**config.mk**
```make
export PLATFORM = sky130hd
export DESIGN_NAME = sync_fifo_wr_arbiter
export DESIGN_NICKNAME = d
export VERILOG_FILES = /design/src/rtl/sync_fifo_wr_arbiter.sv
export SDC_FILE = /design/constraint.sdc
export NUM_CORES = 1
export LEC_CHECK = 0
export CELL_PAD_IN_SITES_DETAIL_PLACEMENT = 2
export CELL_PAD_IN_SITES_GLOBAL_PLACEMENT = 2
export CORE_MARGIN = 10
export CORE_UTILIZATION = 16
export CTS_BUF_LIST = sky130_fd_sc_hd__clkbuf_4 sky130_fd_sc_hd__clkbuf_8
export DETAILED_ROUTE_END_ITERATION = 12
export PLACE_DENSITY = 0.86
export SETUP_SLACK_MARGIN = 0.1
export SLEW_MARGIN = 10
export SYNTH_ARGS = -nofsm -noshare
export SYNTH_HDL_FRONTEND = slang
export SYNTH_SLANG_ARGS = --single-unit
```
**constraint.sdc**
```tcl
create_clock -name clk_i -period 4.5 [get_ports clk_i]
set_input_delay 0.45 -clock clk_i [delete_from_list [all_inputs] [get_ports clk_i]]
set_output_delay 0.45 -clock clk_i [all_outputs]
set_load 0.005 [all_outputs]
```
**src/rtl/sync_fifo_wr_arbiter.sv**
```systemverilog
// Round-robin write arbiter: NUM_REQ valid/ready producers share one sync FIFO write port,
// one producer per grant, bursts bounded to MAX_BURST words, FIFO full used as back-pressure.
`timescale 1ns/1ps
module sync_fifo_wr_arbiter #(
  parameter int unsigned NUM_REQ    = 4,
  parameter int unsigned DATA_WIDTH = 32,
  parameter int unsigned MAX_BURST  = 4
) (
  input  logic                          clk_i,
  input  logic                          rst_n_i,
  input  logic [NUM_REQ-1:0]            req_valid_i,
  input  logic [NUM_REQ*DATA_WIDTH-1:0] req_data_i,
  output logic [NUM_REQ-1:0]            req_ready_o,
  input  logic                          fifo_full_i,
  output logic                          fifo_write_o,
  output logic [DATA_WIDTH-1:0]         fifo_wr_data_o,
  output logic                          grant_valid_o,
  output logic [$clog2(NUM_REQ)-1:0]    grant_id_o
);

  localparam int unsigned ID_W  = $clog2(NUM_REQ);
  localparam int unsigned CNT_W = $clog2(MAX_BURST + 1);

  localparam logic [0:0] IDLE  = 1'b0;
  localparam logic [0:0] GRANT = 1'b1;

  localparam logic [ID_W-1:0]  LAST_ID    = ID_W'(NUM_REQ - 1);
  localparam logic [CNT_W-1:0] BURST_LAST = CNT_W'(MAX_BURST - 1);

  logic [0:0]            state;
  logic [ID_W-1:0]       last_grant;
  logic [ID_W-1:0]       winner;
  logic [CNT_W-1:0]      burst_cnt;
  logic                  any_req;
  logic                  cur_valid;
  logic [DATA_WIDTH-1:0] cur_data;
  logic                  release_grant;

  // First requester at or after last_grant+1, wrapping modulo NUM_REQ (not a power of two in general)
  always_comb begin
    int unsigned idx;
    idx     = 0;
    winner  = '0;
    any_req = 1'b0;
    for (int unsigned i = 1; i <= NUM_REQ; i++) begin
      idx = 32'(last_grant) + i;
      if (idx >= NUM_REQ) idx = idx - NUM_REQ;
      if (!any_req && req_valid_i[ID_W'(idx)]) begin
        any_req = 1'b1;
        winner  = ID_W'(idx);
      end
    end
  end

  always_comb begin
    cur_valid = 1'b0;
    cur_data  = '0;
    for (int unsigned k = 0; k < NUM_REQ; k++) begin
      if (grant_id_o == ID_W'(k)) begin
        cur_valid = req_valid_i[k];
        cur_data  = req_data_i[k*DATA_WIDTH +: DATA_WIDTH];
      end
    end
  end

  always_comb begin
    req_ready_o    = '0;
    fifo_write_o   = 1'b0;
    fifo_wr_data_o = '0;
    if (state == GRANT) begin
      req_ready_o[grant_id_o] = !fifo_full_i;
      fifo_write_o            = cur_valid & !fifo_full_i;
      fifo_wr_data_o          = cur_data;
    end
  end

  // A stall on full holds the grant; only a dropped valid or the final burst word releases it
  assign release_grant = !cur_valid || (fifo_write_o && (burst_cnt == BURST_LAST));

  always_ff @(posedge clk_i or negedge rst_n_i) begin
    if (!rst_n_i) begin
      state         <= IDLE;
      grant_valid_o <= 1'b0;
      grant_id_o    <= '0;
      last_grant    <= LAST_ID;
      burst_cnt     <= '0;
    end else if (state == IDLE) begin
      if (any_req) begin
        state         <= GRANT;
        grant_valid_o <= 1'b1;
        grant_id_o    <= winner;
        last_grant    <= winner;
        burst_cnt     <= '0;
      end
    end else begin
      if (release_grant) begin
        state         <= IDLE;
        grant_valid_o <= 1'b0;
      end else if (fifo_write_o) begin
        burst_cnt <= burst_cnt + CNT_W'(1);
      end
    end
  end

endmodule

```
==> impl_metrics.csv <==
group,metric,value,unit
power,ir_worst_vdd,173,µV
timing,max_freq,330,MHz
timing,layout_setup_ws,1470,ps
yosys,ys_types,31,
finish,area_growth_syn_to_layout,115,%
cts,cts.hold.buffers_added,0,
timing,clock_skew,4.22,ps
timing,finalHoldViolCount,0,
cts,cts_tree,"built",
yosys,netlist_instances,142,
finish,layout.nets,447,
detailed_routing,drtPass1Iterations,4,
global_route,grt_pass1_wl,15.5,mm
global_route,grt_max_degree,40,
run_status,run_status,"finished clean",
yosys,synth.ff_latch_count,9,
detailed_routing,drt-total-wl,10.6,mm
power,p_per_area,453,nW/µm²
finish,layout.cells.non_filler,442,
cts,cts-buffers-inserted,3,
setup_path,crit_path_max_fanout,27,
place,place_ws,1650,ps
detailed_routing,drt_iter0_drc,74,
place,place.gp.congestion,0.783,
job,max_cap_violations,0,
setup_path,critPathKind,"reg2out",
yosys,syn_avg_cell_area,11.5,µm²
timing,rsz0062_at_grt,"no",
timing,setup_tns,0,ps
detailed_routing,drtAntennaViolNets,0,
timing,drv_slew,0,
die,rows,36,
setup_path,end_kind,"output pin",
setup_path,crit_arrival,2580,ps
die,fp.coreArea,9860,µm²
timing,finalSetupViolations,0,
power,p_leak,0.00127,µW
finish,mostFrequentLayoutCells,"clkdlybuf4s50_1, mux4_2, and2_1",
timing,fin_crit,3030,ps
cts,numClockSinks,9,
worst_hold_path,hold_path.startpoint,"burst_cnt[0]$_DFFE_PN0P_",
place,place.port_buffers,174,
finish,antenna_cells,0,
die,die_width,121,µm
place,dp_cells,438,
cts,clk_latency,240,ps
global_route,grt_pass1_vias,2212,
die,die_h,121,µm
detailed_routing,drt-vias-per-instance,4.33,
global_route,overflow,0,
finish,n_fill_cell,1026,
yosys,yosys_warnings,0,
finish,layout-drive-gt1-share,15.2,%
setup_path,r2r-start,"grant_id_o[1]$_DFFE_PN0P_",
cts,postCtsSetupRepairBufs,0,
detailed_routing,num_vias,1916,
global_route,antenna_found_initial,0,
yosys,synthesis.area,1630,µm²
detailed_routing,wire_per_inst,24.1,µm
timing,worst_slew_pin_slew,1020,ps
setup_path,startpoint_type,"flop",
cts,htreeDepth,1,
global_route,track_usage,13.9,%
finish,layout_commonest_cell,"clkdlybuf4s50_1",
yosys,seq_area_frac_synth,14.0,%
cts,cts_buffer_depth,2,
detailed_routing,drc,0,
die,io_pins,175,
worst_hold_path,min_path_type,"reg2reg",
setup_path,crit_start,"grant_id_o[0]$_DFFE_PN0P_",
die,dieArea,14600,µm²
cts,cts_root_buf,"clkbuf_8",
cts,cts.repair.resized,0,
timing,slew_headroom,32.2,%
cts,clkTransAtPathRegs,50,ps
die,start_util,16.5,%
setup_path,required,4050,ps
place,hpwl,9.15,mm
yosys,synth.net_count,279,
timing,fin_crit_sh,67.3,%
[logic make-up after synthesis]
kind of cell,after synthesis,share of synthesized area (%)
muxes,36,47.5
DFF,9,14.0
and+or+nand+nor,71,26.9
AOI/OAI and AO/OA,8,3.07
adders and majority gates,2,1.54
buffers and inverters,16,6.99
[critical path, cell delays in order, from the launching register on]
cell	delay, ps
dfrtp_2	850
buf_4	320
mux4_2	520
and2_1	180
clkdlybuf4s50_1	460
[area by class of cell]
type	count	area (µm²)	share of cell area, %
Tap cell	133	166	4.76
Multi-Input combinational cell	117	1290	36.8
Inverter	3	11.3	0.322
Sequential cell	9	230	6.58
Clock buffer	3	41.3	1.18
Clock inverter	1	5.00	0.143
Timing Repair Buffer	176	1760	50.2
[report_power, final]
part / total (µW) / switching, µW / internal [µW]
Sequential: 315 / 191 / 123
Clock: 95.5 / 34.9 / 60.6
Combinational: 1170 / 352 / 823
Total: 1580 / 578 / 1010
[synthesized netlist by cell type]
master	number	area [µm²]
mux4_2	33	743
and2_1	32	200
nand2_1	13	48.8
dfrtp_1	7	175
nor2_1	7	26.3
buf_2	5	25.0
clkbuf_1	4	15.0
nor3b_1	4	30.0
a21oi_1	3	15.0
inv_1	3	11.3
mux2i_1	3	30.0
and3b_1	2	17.5
buf_12	2	40.0
buf_6	2	22.5
dfstp_2	2	52.6
ha_1	2	25.0
nand2b_1	2	12.5
nor2b_1	2	12.5
o21ai_0	2	10.0
a21boi_0	1	7.51
and2_4	1	8.76
and2b_1	1	7.51
and3_1	1	6.26
nand2b_4	1	13.8
nor3_1	1	5.00
nor4_2	1	12.5
nor4_4	1	21.3
o22a_1	1	8.76
o311ai_1	1	8.76
or2_1	1	6.26
or3b_1	1	8.76
[per-layer routing]
layer,share of wire [%],GRT usage [%],up-vias
li1,-,-,873
met1,37,15.6,944
met2,55,26.4,97
met3,8.4,3.68,2
met4,0.047,0.905,0
met5,0,0,-
[sequential cells by signal (all words and copies together) (netlist names)]
signal and flops:
burst_cnt 3, grant_id_o 2, grant_valid_o 1, last_grant 2, state 1
[final timing paths]
path	cells after the start	end	slack, ps
max in group asynchronous	1	last_grant[0]$_DFFE_PN1P_	3660
hold reg to reg	1	burst_cnt[0]$_DFFE_PN0P_	500
setup reg to reg	4	burst_cnt[2]$_DFFE_PN0P_	2300
setup / recovery	4	fifo_wr_data_o[18]	1470
hold / removal	1	burst_cnt[0]$_DFFE_PN0P_	500
min in group asynchronous	1	burst_cnt[0]$_DFFE_PN0P_	520
[metrics by stage]
| stage | instance area [µm²] | power [µW] | hold WS [ps] | util, % |
|---|---|---|---|---|
| global route | 3500 | 1720 | 543 | 35.5 |
| detailed placement | 3450 | 1520 | 487 | 35.0 |
| finish | 3500 | 1580 | 501 | 35.5 |
| floorplan | 1630 | 911 | 154 | - |
| global placement | 3450 | 1470 | 473 | 35.0 |
| CTS | 3500 | 1620 | 512 | 35.5 |
Note: power is estimated with default switching activity, not from simulation.
==> variant 1: new RTL, same flow settings <==
Change the parameter `DATA_WIDTH` from 32 to 64.
--- a/src/rtl/sync_fifo_wr_arbiter.sv
+++ b/src/rtl/sync_fifo_wr_arbiter.sv
@@ -3,7 +3,7 @@
 `timescale 1ns/1ps
 module sync_fifo_wr_arbiter #(
   parameter int unsigned NUM_REQ    = 4,
-  parameter int unsigned DATA_WIDTH = 32,
+  parameter int unsigned DATA_WIDTH = 64,
   parameter int unsigned MAX_BURST  = 4
 ) (
   input  logic                          clk_i,
Interface: changed (resized fifo_wr_data_o and req_data_i); port bits go from 175 to 335. The function was not compared with the original's and may differ.
==> variant 1 against the original RTL <==
Cell area grew 76%. Total power grew 72%. Worst setup slack lost 0.038 ns. Synthesized cell count grew 53%. Worst hold slack barely moved. Sequential cell count unchanged. Synthesized area up 59%. First-iteration DRC count increased by 73%. Critical path depth unchanged. Wire length increased by 98%. Maximum frequency is 1.2% lower. Sequential power rose by 16%. Critical endpoint is now fifo_wr_data_o[52]. Largest cell class unchanged.
==> variant 1: results (changes against the original RTL) <==
clock_network:
  clk_transition_reported_paths_ns: 0.05  # about the same
place:
  routabilityCongestion: 0.832  # was 0.783
  io_buffers: 334  # was 174
  dp_slack_ns: 1.61  # was 1.65 ns
  dpl-instance-area_um2: 6090  # was 3450 um^2
  place_inst: 745  # was 438
  dp_hpwl_um: 18600  # was 9150 um
critical_path:
  slowest_delay_ns: 0.76  # was 0.85 ns
  cp_slowest_cell: "dfrtp_4"  # was dfrtp_2
  crit_arrival_ns: 2.62  # was 2.58 ns
  critical-path-top-delay-family: "buffers and inverters"  # was flip-flops
  worstPathMaxFanout: 46  # was 27
power_and_ir_drop:
  p_sw_share_pct: 37.0  # was 36.5%
  powerClk_mw: 0.102  # was 0.0955 mW
  seqPwrFrac_pct: 13.4  # was 19.9%
  peakVddDrop_mv: 0.287  # was 0.173 mV
  p_leak_nw: 2.18  # was 1.27 nW
  power.switching_mw: 1.01  # was 0.578 mW
route:
  wl_met2_um: 11900  # was 5810 um
  via_per_inst: 4.56  # was 4.33
  drt_iter0_drc: 128  # was 74
  wl_met3_um: 1430  # was 896 um
  wirelength_um: 21100  # was 10,600 um
  wl_met1_um: 7460  # was 3940 um
  routedWlPerCell_um: 28.1  # was 24.1 um
cells_and_area:
  nonClkBufAreaFrac_pct: 55.1  # was 50.2%
  clkCellAreaFrac_pct: 0.794  # was 1.32%
  fillers: 1710  # was 1,026
  nNetsFinal: 799  # was 447
  nMultiInputCombCells: 181  # was 117
  diodes: 2  # was 0
  num-nonclk-inverters: 3  # unchanged
  multi_input_area_share_pct: 35.7  # was 36.8%
  buffers_excl_clock: 336  # was 176
  post-route-util_pct: 38.7  # was 35.5%
  drive_gt1_share_pct: 14.8  # was 15.2%
  seq_area_share_pct: 3.81  # was 6.58%
  final.clkbuf_count: 4  # was 3
global_routing:
  met1_usage_pct: 19.4  # was 15.6%
  antenna_found_initial: 4  # was 0
  met2_usage_pct: 35.9  # was 26.4%
  grt_usage_pct: 18.4  # was 13.9%
  grt_pass1_vias: 3816  # was 2,212
  grt_util_met3_pct: 5.01  # was 3.68%
  grt_pass1_wl_um: 29800  # was 15,500 um
  grt_max_degree: 70  # was 40
yosys:
  synth_area_leaders: "mux4_2 (56%), and2_1 (15%), dfrtp_1 (6.8%)"  # was mux4_2 (46%), and2_1 (12%), dfrtp_1 (11%)
  synth_fp_nets: 482  # was 279
  ys_seq_area_share_pct: 8.79  # was 14.0%
  synth_compound_area_share_pct: 1.93  # was 3.07%
  netlist_instances: 217  # was 142
  synthAdderAreaFrac_pct: 0.966  # was 1.54%
  ys_types: 32  # was 31
  synth_mux_area_share_pct: 57.7  # was 47.5%
  synthTopCellsByCount: "mux4_2 (65), and2_1 (64), nand2_1 (13)"  # was mux4_2 (33), and2_1 (32), nand2_1 (13)
die:
  die-area_um2: 21700  # was 14,600 um^2
run_status:
  outcome: "finished clean"  # unchanged
timing:
  relSlewSlack_pct: 31.1  # was 32.2%
  fin_skew_ns: 0.00201  # was 0.00422 ns
min_path:
  hold_path.class: "reg2reg"  # unchanged
variant 1: cell types whose count changed after synthesis, moves of 2 or more:
cell,change
buf_2,+4
clkbuf_1,+3
buf_6,+4
buf_12,-2
and2_1,+32
mux4_2,+32
variant 1: final timing paths:
check	depth (start not counted)	end	from	slack, ns
min	1	burst_cnt[0]$_DFFE_PN0P_	burst_cnt[0]$_DFFE_PN0P_	0.50
min in group asynchronous	1	burst_cnt[1]$_DFFE_PN0P_	rst_n_i	0.51
max reg2reg	4	burst_cnt[1]$_DFFE_PN0P_	grant_id_o[1]$_DFFE_PN0P_	2.35
max	4	fifo_wr_data_o[52]	grant_id_o[0]$_DFFE_PN0P_	1.43
max in group asynchronous	1	grant_id_o[0]$_DFFE_PN0P_	rst_n_i	3.66
min reg2reg	1	burst_cnt[0]$_DFFE_PN0P_	burst_cnt[0]$_DFFE_PN0P_	0.50
==> variant 2: new RTL, config.mk and constraints unchanged <==
Made on the original files. Make the reset (`rst_n_i`) synchronous in one clocked block.
--- a/src/rtl/sync_fifo_wr_arbiter.sv
+++ b/src/rtl/sync_fifo_wr_arbiter.sv
@@ -77,7 +77,7 @@
   // A stall on full holds the grant; only a dropped valid or the final burst word releases it
   assign release_grant = !cur_valid || (fifo_write_o && (burst_cnt == BURST_LAST));
 
-  always_ff @(posedge clk_i or negedge rst_n_i) begin
+  always_ff @(posedge clk_i) begin
     if (!rst_n_i) begin
       state         <= IDLE;
       grant_valid_o <= 1'b0;
Check against the original RTL: differs if rst_n_i is asserted again (counterexample within 4 cycles, from zero or initial values and one cycle with rst_n_i low); with rst_n_i held inactive, the same outputs for 10 cycles.
==> variant 2 against the original RTL <==
First-iteration DRC count decreased by 54%. Wire length decreased by 5.8%. Worst setup slack gained 0.17 ns. Sequential cell count did not move. Synthesized area is 6.1% lower. Cell area down 1.4%. Clock skew rose by 0.0034 ns. Count of clock-buffer cells in the layout unchanged. Critical path depth is the same. Sequential share of layout area is 1.3 points lower.
Power is not compared: it rests on default switching activity, and its combinational part moved more than twofold at a synthesized area within 25%.
==> variant 2: results (changes against the original RTL) <==
global_routing:
  grt_pass1_wl_um: 15200  # was 15,500 um
  grt_pass1_vias: 2247  # was 2,212
  met1_usage_pct: 15.9  # was 15.6%
  grt_util_met3_pct: 3.41  # was 3.68%
critical_path:
  critical-path-top-delay-family: "buffers and inverters"  # was flip-flops
  rrSetupSlack_ns: 2.46  # was 2.30 ns
  r2r-start: "grant_id_o[1]$_SDFFE_PN0P_"  # was grant_id_o[1]$_DFFE_PN0P_
  reg2reg_to: "burst_cnt[2]$_SDFFE_PN0P_"  # was burst_cnt[2]$_DFFE_PN0P_
  cp_slowest_cell: "dfxtp_2"  # was dfrtp_2
  slowest_delay_ns: 0.58  # was 0.85 ns
  crit_arrival_ns: 2.41  # was 2.58 ns
place:
  place_inst: 434  # was 438
  dp_hpwl_um: 8590  # was 9150 um
  dp_slack_ns: 1.66  # was 1.65 ns
yosys:
  ys_seq_area_share_pct: 11.8  # was 14.0%
  synthTopCellsByCount: "and2_1 (33), mux4_2 (32), dfxtp_1 (9)"  # was mux4_2 (33), and2_1 (32), nand2_1 (13)
  synthAdderAreaFrac_pct: 1.64  # was 1.54%
  synthFlopType: "dfxtp_1"  # was dfrtp_1
  synthArstFlopShare_pct: 0  # was 100%
  syn_avg_cell_area_um2: 10.9  # was 11.5 um^2
  synth_mux_area_share_pct: 49.5  # was 47.5%
  ys_types: 37  # was 31
  synth_area_leaders: "mux4_2 (47%), and2_1 (14%), dfxtp_1 (12%)"  # was mux4_2 (46%), and2_1 (12%), dfrtp_1 (11%)
min_path:
  hold_depth: 2  # was 1
timing:
  whs_ns: 0.518  # was 0.501 ns
  worstMarginPinSlew_ns: 0.673  # was 1.02 ns
cells_and_area:
  regArea_um2: 183  # was 230 um^2
  num-nonclk-inverters: 5  # was 3
  fillers: 1000  # was 1,026
  drive_gt1_share_pct: 14.2  # was 15.2%
route:
  wl_met3_um: 562  # was 896 um
  wl_met1_um: 4050  # was 3940 um
run_status:
  outcome: "finished clean"  # unchanged
[variant 2: cell families (layout without fill, tap and decap cells)]
family / Yosys count / after routing
AND/OR/NAND/NOR: 58 / 58
AO/OA/AOI/OAI: 19 / 19
multiplexers: 34 / 34
buffers and inverters: 18 / 187
flip-flops: 9 / 9
adder cells (fa/ha/maj): 2 / 2
[variant 2: how the worst max path moves through the flow]
stage / from / end / slack, ns / cells past startpoint
6_report: grant_id_o[0]$_SDFFE_PN0P_ / fifo_wr_data_o[0] / 1.64 / 4
5_1_grt: grant_id_o[0]$_SDFFE_PN0P_ / fifo_wr_data_o[0] / 1.47 / 4
4_1_cts: grant_id_o[0]$_SDFFE_PN0P_ / fifo_wr_data_o[0] / 1.57 / 4
3_5_place_dp: req_valid_i[2] / fifo_write_o / 1.66 / 4
3_3_place_gp: req_valid_i[2] / fifo_write_o / 1.74 / 4
2_1_floorplan: grant_id_o[0]$_SDFFE_PN0P_ / fifo_wr_data_o[26] / 2.50 / 4
